$ cat config.mk
export PLATFORM = sky130hd
export DESIGN_NAME = sensor_sequencer
export DESIGN_NICKNAME = d
export VERILOG_FILES = /design/src/rtl/sensor_sequencer_pkg.sv /design/src/rtl/sensor_sequencer_channel.sv /design/src/rtl/sensor_sequencer.sv
export SDC_FILE = /design/constraint.sdc
export NUM_CORES = 1
export LEC_CHECK = 0
export CAP_MARGIN = 20
export CORE_MARGIN = 2
export CORE_UTILIZATION = 55
export CTS_BUF_LIST = sky130_fd_sc_hd__clkbuf_8
export DETAILED_ROUTE_END_ITERATION = 12
export PLACE_DENSITY = 0.75
export SETUP_SLACK_MARGIN = 0.1
export SLEW_MARGIN = 20
export SYNTH_ARGS = -nofsm -noshare
export SYNTH_HDL_FRONTEND = slang
export SYNTH_SLANG_ARGS = --single-unit
$ cat constraint.sdc
create_clock -name clk -period 7.3 [get_ports clk]
set_input_delay 1.095 -clock clk [delete_from_list [all_inputs] [get_ports clk]]
set_output_delay 1.095 -clock clk [all_outputs]
set_load 0.005 [all_outputs]
$ cat src/rtl/sensor_sequencer_pkg.sv
// rtl/sensor_sequencer_pkg.sv - shared constants and state encodings for the sensor sequencer
package sensor_sequencer_pkg;

  localparam int N_CH_DEF  = 6;
  localparam int CNT_W_DEF = 16;

  // Channel indices, matching the en_bits ordering used by the timing manager
  localparam int CH_EDDY0 = 0;
  localparam int CH_EDDY1 = 1;
  localparam int CH_EDDY2 = 2;
  localparam int CH_EDDY3 = 3;
  localparam int CH_ENC   = 4;
  localparam int CH_ADC   = 5;

  typedef enum logic {
    TOP_IDLE,
    TOP_RUN
  } top_state_t;

  typedef enum logic [2:0] {
    CH_OFF,
    CH_WAIT_DELAY,
    CH_WAIT_DONE,
    CH_DONE,
    CH_TMO
  } ch_state_t;

endpackage

$ cat src/rtl/sensor_sequencer_channel.sv
// rtl/sensor_sequencer_channel.sv - per-channel start/watchdog/done FSM
module seq_channel
  import sensor_sequencer_pkg::*;
#(
  parameter int CNT_W = CNT_W_DEF
) (
  input  logic             clk,
  input  logic             rst_n,
  input  logic             i_launch,
  input  logic             i_enable,
  input  logic             i_stop,
  input  logic [CNT_W-1:0] i_elapsed,
  input  logic [CNT_W-1:0] i_delay,
  input  logic [CNT_W-1:0] i_timeout,
  input  logic             i_done,
  output logic             o_start,
  output logic             o_expire,
  output logic             o_finished
);

  localparam logic [CNT_W-1:0] ONE = CNT_W'(1);

  ch_state_t        r_state;
  logic [CNT_W-1:0] r_wd;
  logic             r_done_q;

  logic w_rise;
  logic w_hit;
  logic w_imm_exp;
  logic w_wd_exp;

  // r_wd counts cycles since the start pulse (1 in the cycle after it), so the
  // channel lands in TMO exactly timeout cycles after start
  assign w_rise     = i_done & ~r_done_q;
  assign w_hit      = (r_state == CH_WAIT_DELAY) && (i_elapsed == i_delay);
  assign w_imm_exp  = w_hit && (i_timeout == ONE);
  assign w_wd_exp   = (r_state == CH_WAIT_DONE) && (i_timeout != '0) &&
                      (r_wd == i_timeout - ONE) && !w_rise;
  assign o_start    = w_hit;
  assign o_expire   = w_imm_exp | w_wd_exp;
  assign o_finished = (r_state == CH_DONE) || (r_state == CH_TMO);

  // Channel FSM, watchdog counter and done edge-detector flop
  always_ff @(posedge clk or negedge rst_n) begin
    if (!rst_n) begin
      r_state  <= CH_OFF;
      r_wd     <= '0;
      r_done_q <= 1'b0;
    end else begin
      r_done_q <= i_done;
      if (i_launch) begin
        r_state <= i_enable ? CH_WAIT_DELAY : CH_OFF;
        r_wd    <= '0;
      end else if (i_stop) begin
        r_state <= CH_OFF;
      end else begin
        case (r_state)
          CH_WAIT_DELAY: begin
            if (w_hit) begin
              r_wd    <= ONE;
              r_state <= w_imm_exp ? CH_TMO : CH_WAIT_DONE;
            end
          end
          CH_WAIT_DONE: begin
            if (w_rise) begin
              r_state <= CH_DONE;
            end else if (w_wd_exp) begin
              r_state <= CH_TMO;
            end else if (r_wd != '1) begin
              r_wd <= r_wd + ONE;
            end
          end
          CH_OFF, CH_DONE, CH_TMO: r_state <= r_state;
          default: r_state <= CH_OFF;
        endcase
      end
    end
  end

endmodule

$ cat src/rtl/sensor_sequencer.sv
// rtl/sensor_sequencer.sv - per-trigger acquisition sequencer for eddy/encoder/ADC sensors
module sensor_sequencer
  import sensor_sequencer_pkg::*;
#(
  parameter int N_CH  = N_CH_DEF,
  parameter int CNT_W = CNT_W_DEF
) (
  input  logic                  clk,
  input  logic                  rst_n,
  input  logic                  trigger,
  input  logic [N_CH-1:0]       en_bits,
  input  logic [N_CH*CNT_W-1:0] delay,
  input  logic [CNT_W-1:0]      timeout,
  input  logic [N_CH-1:0]       done_in,
  input  logic                  clear_status,
  output logic [N_CH-1:0]       start_out,
  output logic                  busy,
  output logic                  cycle_done,
  output logic [N_CH-1:0]       active_mask,
  output logic [N_CH-1:0]       timeout_flags,
  output logic                  overrun
);

  top_state_t       r_state;
  logic [CNT_W-1:0] r_elapsed;
  logic [N_CH-1:0]  r_active_mask;
  logic [N_CH-1:0]  r_tflags;
  logic             r_overrun;

  logic            w_accept;
  logic            w_busy;
  logic            w_all_fin;
  logic [N_CH-1:0] w_fin;
  logic [N_CH-1:0] w_expire;

  assign w_busy    = (r_state == TOP_RUN);
  assign w_accept  = (r_state == TOP_IDLE) && trigger && (en_bits != '0);
  assign w_all_fin = &(w_fin | ~r_active_mask);

  assign busy          = w_busy;
  assign cycle_done    = w_busy && w_all_fin;
  assign active_mask   = r_active_mask;
  assign timeout_flags = r_tflags;
  assign overrun       = r_overrun;

  for (genvar g = 0; g < N_CH; g++) begin : g_ch
    seq_channel #(.CNT_W(CNT_W)) u_ch (
      .clk        (clk),
      .rst_n      (rst_n),
      .i_launch   (w_accept),
      .i_enable   (en_bits[g]),
      .i_stop     (cycle_done),
      .i_elapsed  (r_elapsed),
      .i_delay    (delay[g*CNT_W +: CNT_W]),
      .i_timeout  (timeout),
      .i_done     (done_in[g]),
      .o_start    (start_out[g]),
      .o_expire   (w_expire[g]),
      .o_finished (w_fin[g])
    );
  end

  // Top FSM: accept a trigger, run the saturating elapsed counter, end when all channels finish
  always_ff @(posedge clk or negedge rst_n) begin
    if (!rst_n) begin
      r_state       <= TOP_IDLE;
      r_elapsed     <= '0;
      r_active_mask <= '0;
    end else begin
      case (r_state)
        TOP_IDLE: begin
          if (w_accept) begin
            r_state       <= TOP_RUN;
            r_active_mask <= en_bits;
            r_elapsed     <= '0;
          end
        end
        TOP_RUN: begin
          if (w_all_fin) begin
            r_state <= TOP_IDLE;
          end
          if (r_elapsed != '1) begin
            r_elapsed <= r_elapsed + CNT_W'(1);
          end
        end
      endcase
    end
  end

  // Sticky status flags; a set in the same cycle as a clear takes priority
  always_ff @(posedge clk or negedge rst_n) begin
    if (!rst_n) begin
      r_tflags  <= '0;
      r_overrun <= 1'b0;
    end else begin
      r_tflags  <= (r_tflags & ~{N_CH{clear_status}}) | w_expire;
      r_overrun <= (r_overrun & ~clear_status) | (w_busy & trigger);
    end
  end

endmodule

# ---- Word level (Yosys, flattened, before mapping)
# Index checks and enable logic that the tools add are counted.
dict set report classes {
  addsub 8
  eq_ne 89
  mux 96
  n_bitwise 28
  reduce_logical 80
}
# cell n
set ops {}
lappend ops {{two-way mux 16 bit} 38}
lappend ops {{case mux 16 bit (2 select lines)} 7}
lappend ops {{== test 16 bit} 12}
lappend ops {{adder 16 x 1 -> 16 bit, second input constant} 7}
lappend ops {{!= test 16 bit, second input constant} 7}
lappend ops {{two-way mux 3 bit} 36}
lappend ops {{!= test 3 bit, second input constant} 20}
lappend ops {{case mux 3 bit (3 select lines)} 6}
lappend ops {{AND reduction 6 bit} 7}
lappend ops {{== test 3 x 2 -> 1 bit, second input constant} 12}
lappend ops {{logical AND 1 bit} 33}
lappend ops {{!= test 3 x 2 -> 1 bit, second input constant} 9}
lappend ops {{!= test 5 x 3 -> 1 bit, second input constant} 5}
lappend ops {{!= test 4 x 3 -> 1 bit, second input constant} 5}
lappend ops {{== test 3 x 1 -> 1 bit, second input constant} 6}
lappend ops {{== test 3 bit, second input constant} 6}
lappend ops {{logical NOT 3 bit} 6}
lappend ops {{AND reduction 3 bit} 6}
lappend ops {{nonzero test 3 bit} 6}
lappend ops {{OR reduction 3 bit} 6}
lappend ops {{== test 16 x 1 -> 1 bit, second input constant} 1}
lappend ops {{nonzero test 16 bit} 1}
lappend ops {{subtractor 16 x 1 -> 16 bit, second input constant} 1}
lappend ops {{NOT 6 bit} 2}
lappend ops {{15 further kinds} 56}
dict set report word_totals {
  reg_bits 150
  in_bits 128
  output_inout_bits 21
  word_cells 324
}

# ---- Longest topological paths before layout
dict set report depth {
  depth_word 9
  mapped_depth 14
  depth_no_buf 10
}

# ---- By module
# A second synthesis with hierarchy kept.
dict set report unflattened {
  hier_cells 1635
  area_unflattened_um2 13840.8
}
# module instances cells_per_inst area_per_inst_um2 seq_area_each_um2
set by_module_without_submodules {}
lappend by_module_without_submodules {{seq_channel at g_ch[0].u_ch ...} 3 249 2031.9 500.5}
lappend by_module_without_submodules {{seq_channel at g_ch[4].u_ch} 1 251 2182.1 500.5}
lappend by_module_without_submodules {{seq_channel at g_ch[3].u_ch} 1 250 2075.7 500.5}
lappend by_module_without_submodules {{seq_channel at g_ch[5].u_ch} 1 248 2034.5 500.5}
lappend by_module_without_submodules {sensor_sequencer 1 139 1452.6 750.7}

# ---- Worst setup path after synthesis
# Ideal clock, no wire load.
dict set report synth_timing {
  path_type {input port to flip-flop}
  from {in timeout[0]}
  to {reg g_ch[1].u_ch.r_wd[9]}
  setup_ns 0.110
  arrival_time_ns 3.889
  slack_ns 3.301
  path_stages 13
  path_cell_list {buf_2 inv_1 ha_1 nor3b_1 clkbuf_1 a22oi_1 a2111oi_0 nand4b_1 a2111oi_2 a2bb2oi_2 buf_2 a31o_2 o41ai_1}
}
dict set report synth_between {
  elab_chain_cells 6
  word_cells_on_any_way 8
  cone_classes {1 x add/sub; 2 x eq/ne; 5 x reduce/logical}
}
# element line_no
set synth_rtl {}
lappend synth_rtl {{from (decl)} sensor_sequencer.sv:13} ;# input logic [CNT_W-1:0] timeout,
lappend synth_rtl {{subtractor 16 x 1 -> 16 bit or nonzero test 16 bit (tied branches)} {sensor_sequencer_channel.sv:38, sensor_sequencer_channel.sv:37}}
lappend synth_rtl {{== test 16 bit or logical AND 1 bit (tied branches)} {sensor_sequencer_channel.sv:38, sensor_sequencer_channel.sv:37}}
lappend synth_rtl {{logical AND 1 bit (*)} sensor_sequencer_channel.sv:37} ;# assign w_wd_exp = (r_state == CH_WAIT_DONE) && (i_timeout != '0) &&
lappend synth_rtl {{logical AND 1 bit (*)} sensor_sequencer_channel.sv:38} ;# (r_wd == i_timeout - ONE) && !w_rise;
lappend synth_rtl {{!= test 3 bit (no line) (*)} n/a}
lappend synth_rtl {{AND reduction 6 bit (no line) (*)} n/a}
lappend synth_rtl {{to (signal assigned)} sensor_sequencer_channel.sv:70} ;# r_wd <= r_wd + ONE;
lappend synth_rtl {{to (decl)} sensor_sequencer_channel.sv:24} ;# logic [CNT_W-1:0] r_wd;
# Mark *: on every way between the ends. The rest lies on a longest branch, timed or not.
# A chain may end at the register's enable or synchronous reset.

# ---- Final worst setup path
dict set report layout_timing {
  from {in timeout[0]}
  to {reg g_ch[4].u_ch.r_wd[7]}
}
dict set report layout_between {
  elab_chain_cells 6
  word_cells_on_any_way 8
  cone_classes {1 x add/sub; 2 x eq/ne; 5 x reduce/logical}
}
# element line_no
set layout_rtl {}
lappend layout_rtl {{subtractor 16 x 1 -> 16 bit or nonzero test 16 bit (tied branches)} {sensor_sequencer_channel.sv:38, sensor_sequencer_channel.sv:37}}
lappend layout_rtl {{== test 16 bit or logical AND 1 bit (tied branches)} {sensor_sequencer_channel.sv:38, sensor_sequencer_channel.sv:37}}
lappend layout_rtl {{logical AND 1 bit (*)} sensor_sequencer_channel.sv:37}
lappend layout_rtl {{logical AND 1 bit (*)} sensor_sequencer_channel.sv:38}
lappend layout_rtl {{!= test 3 bit (no line) (*)} n/a}
lappend layout_rtl {{AND reduction 6 bit (no line) (*)} n/a}
lappend layout_rtl {{to (signal assigned)} sensor_sequencer_channel.sv:70}
lappend layout_rtl {{to (decl)} sensor_sequencer_channel.sv:24}
# Marked as above.

==> flow_summary.yaml <==
status:
  status: "finished clean"
floorplan:
  io_pins: 149
  rows: 55
  dieHeight_um: 156
  core_um2: 22700
  start_util_pct: 56.0
  dieArea_um2: 24400
  die_x_um: 156
drt:
  vias: 12500
  finalWirelength_mm: 40.6
  drtAntennaViolNets: 0
  dr.first_iter.drc_count: 1496
  drc: 0
  firstDrtPassIters: 5
  vias_per_cell: 6.54
  detail_route.wl_per_cell_um: 21.2
timing:
  relSlewSlack_pct: 15.9
  hold_viol: 0
  final.min_clock_period_ns: 5.53
  rsz0062_at_grt: "false"
  slew_violations: 0
  min_period_over_period_pct: 75.8
  skew_ns: 0.0255
  setup_viol: 0
  fin_tns_setup_ns: 0
  max_freq_mhz: 181
  worst_pin_slew_ns: 1.25
layout:
  drive_above_1_share_pct: 6.45
  final_core_util_pct: 64.3
  regArea_um2: 3750
  multi_input_area_um2: 8320
  stdcell_count: 1914
  layout.nets: 1752
  nFillCells: 1977
  area_growth_pct: 14.8
clock_tree:
  cts_tree: "built"
  cts_setup_buffers: 0
  ctsLongestPathBuffers: 2
  cts_hold_buffers: 0
  cts_num_sinks: 150
  cts.clk_slew.worst_paths_ns: 0.10
  root_buffer: "clkbuf_8"
  cts_made_buffers: 17
  clk_latency_ns: 0.49
  h-tree-depth: 4
  ctsResizeCount: 0
pwr:
  p_leak_nw: 5.64
  swShare_pct: 37.4
  power.share.combinational_pct: 27.5
  power.density_nw_per_um2: 156
  switching_power_mw: 0.852
  pwr-share-clk_pct: 29.3
  p_seq_share_pct: 43.2
  internal-power_mw: 1.42
  peakVddDrop_v: 0.000162
grt:
  grt_pass1_wl_mm: 64.2
  grt_pass1_vias: 11700
  grt_max_degree: 83
  antenna_found_initial: 2
  grt-ovfl-total: 0
  grt_usage_pct: 33.7
worst_setup_path:
  worstPathCellList: "clkdlybuf4s50_1, inv_1, ha_1, or3b_1, nor3_1, xnor3_1, nand4_1, nor4_1, a211o_1, nand2b_1, o21ai_0"
  cp-end-kind: "flop"
  cp_num_cells: 11
  crit_family: "simple AND/OR/NAND/NOR gates"
  worst-path-buf-inv: 2
  crit_type: "in -> reg"
  critical-path-slowest-cell: "nor4_1"
  required_ns: 7.66
  reg2reg_depth: 8
  cp-start-kind: "primary input"
  cpPeakStageDelay_ns: 0.95
  worst-path-max-fanout: 12
  arrival_ns: 5.89
logic_synthesis:
  ys_ff_latch: 150
  syn_nets: 1691
  netlist_area_um2: 12700
  yosysWarnings: 0
  async_flop_share_pct: 100
  ys_seq_area_share_pct: 29.5
  netlist.area_leader.share_pct: 29.5
  synth_area_leaders: "dfrtp_1, xnor2_1, xnor3_1"
  synthFlopType: "dfrtp_1"
  synthTopCellsByCount: "nand2_1, dfrtp_1, xnor2_1"
  yosys.area.top_type: "dfrtp_1"
  synthCells: 1554
  synth-edff-count: 0
  postSynthAreaPerCell_um2: 8.19
  synth_cell_types: 82
  yosysMostFrequentCell: "nand2_1"
place:
  hpwl_mm: 29.7
  dp.cells: 1881
  finalWeightedCongestion: 1.01
  portBuffers: 148
flow_run:
  max_cap_viol_count: 0
worst_hold_path:
  hold_depth: 2
  hold_class: "reg -> reg"
-- stage by stage --
step | setup slack [ns] | hold WS (ns) | power [mW] | area (um^2)
3_3_place_gp | 1.64 | 0.484 | 1.60 | 14200
4_1_cts | 1.93 | 0.512 | 2.28 | 14600
5_1_grt | 1.54 | 0.538 | 2.39 | 14600
3_5_place_dp | 1.42 | 0.472 | 1.62 | 14200
6_report | 1.77 | 0.517 | 2.28 | 14600
2_1_floorplan | 3.30 | 0.462 | 1.34 | 12700
-- worst min-delay path, stage by stage, from the launching register on --
cell and delay, ns:
dfrtp_1 0.37, nand2_1 0.06, nand3_1 0.06
-- path summary, 6_finish.rpt --
path                                         startpoint                    end  slack (ns)
worst max-delay path                         timeout[0]   g_ch[4].u_ch.r_wd[7]        1.77
worst min-delay path                   timeout_flags[0]       timeout_flags[0]        0.52
worst max register to register  g_ch[4].u_ch.r_state[2]   g_ch[4].u_ch.r_wd[7]        3.43
worst min register to register         timeout_flags[0]       timeout_flags[0]        0.52
max in group asynchronous                         rst_n  g_ch[4].u_ch.r_done_q        5.28
min in group asynchronous                         rst_n   g_ch[1].u_ch.r_wd[1]        0.63
-- cells by family after synthesis --
family,count (synthesis),synth area share [%]
adders and majority gates,9,0.885
xor gates and xnor gates,208,17.4
buffers and inverters,160,5.38
DFF,150,29.5
muxes,7,0.560
AOI/OAI and AO/OA,356,18.6
and+or+nand+nor,664,27.7
-- layout by cell type (no fill, tap or decap), types with 9 or more instances in the layout --
cell,instances
a21oi_1,63
xnor3_1,26
buf_4,22
or3_1,18
nor4_1,34
clkbuf_8,17
nor2b_1,13
nand4b_1,11
and4_1,11
o21ai_0,97
a31o_2,17
nand4_1,48
ha_1,9
dfrtp_1,150
nand3_1,77
nor2_1,115
a21o_1,12
nand2_1,152
o211ai_1,12
o311ai_0,15
o31ai_1,21
xor2_1,52
and3_1,40
nor3_1,31
a31oi_1,25
inv_1,32
or4_1,21
clkdlybuf4s50_1,147
xnor2_1,128
and2_1,14
nand2b_1,33
-- registers in the layout (all words and copies together), names as in the netlist --
signal / count
r_elapsed: 16
g_ch.u_ch.r_state: 18
timeout_flags: 6
g_ch.u_ch.r_done_q: 6
active_mask: 6
busy: 1
overrun: 1
g_ch.u_ch.r_wd: 96
-- routing by layer --
metal	part of all wire, %	wire length [um]	track usage [%]	vias up
li1	-	-	-	5782
met4	3.6	1480	13.2	2
met5	0.030	12	0	-
met3	8.8	3580	7.00	105
met1	41	16800	45.1	6022
met2	46	18700	53.9	610
-- power by group through the flow --
stage                     registers (mW)  logic, mW  clock network [mW]
after floorplan                    0.930      0.412                   0
after global placement             0.998      0.606                   0
after detailed placement           0.998      0.619                   0
after CTS                          0.982      0.622               0.679
after global routing               0.993      0.680               0.715
final                              0.984      0.626               0.668
-- cell type report --
type                            instances  area share (%)
Clock buffer                           17            1.60
Tap cell                              285            2.44
Timing Repair Buffer                  170            11.3
Multi-Input combinational cell       1244            56.9
Sequential cell                       150            25.7
Antenna cell                            1          0.0171
Inverter                               32           0.822
Clock inverter                         15            1.21
Power figures use the tool's default switching activity.
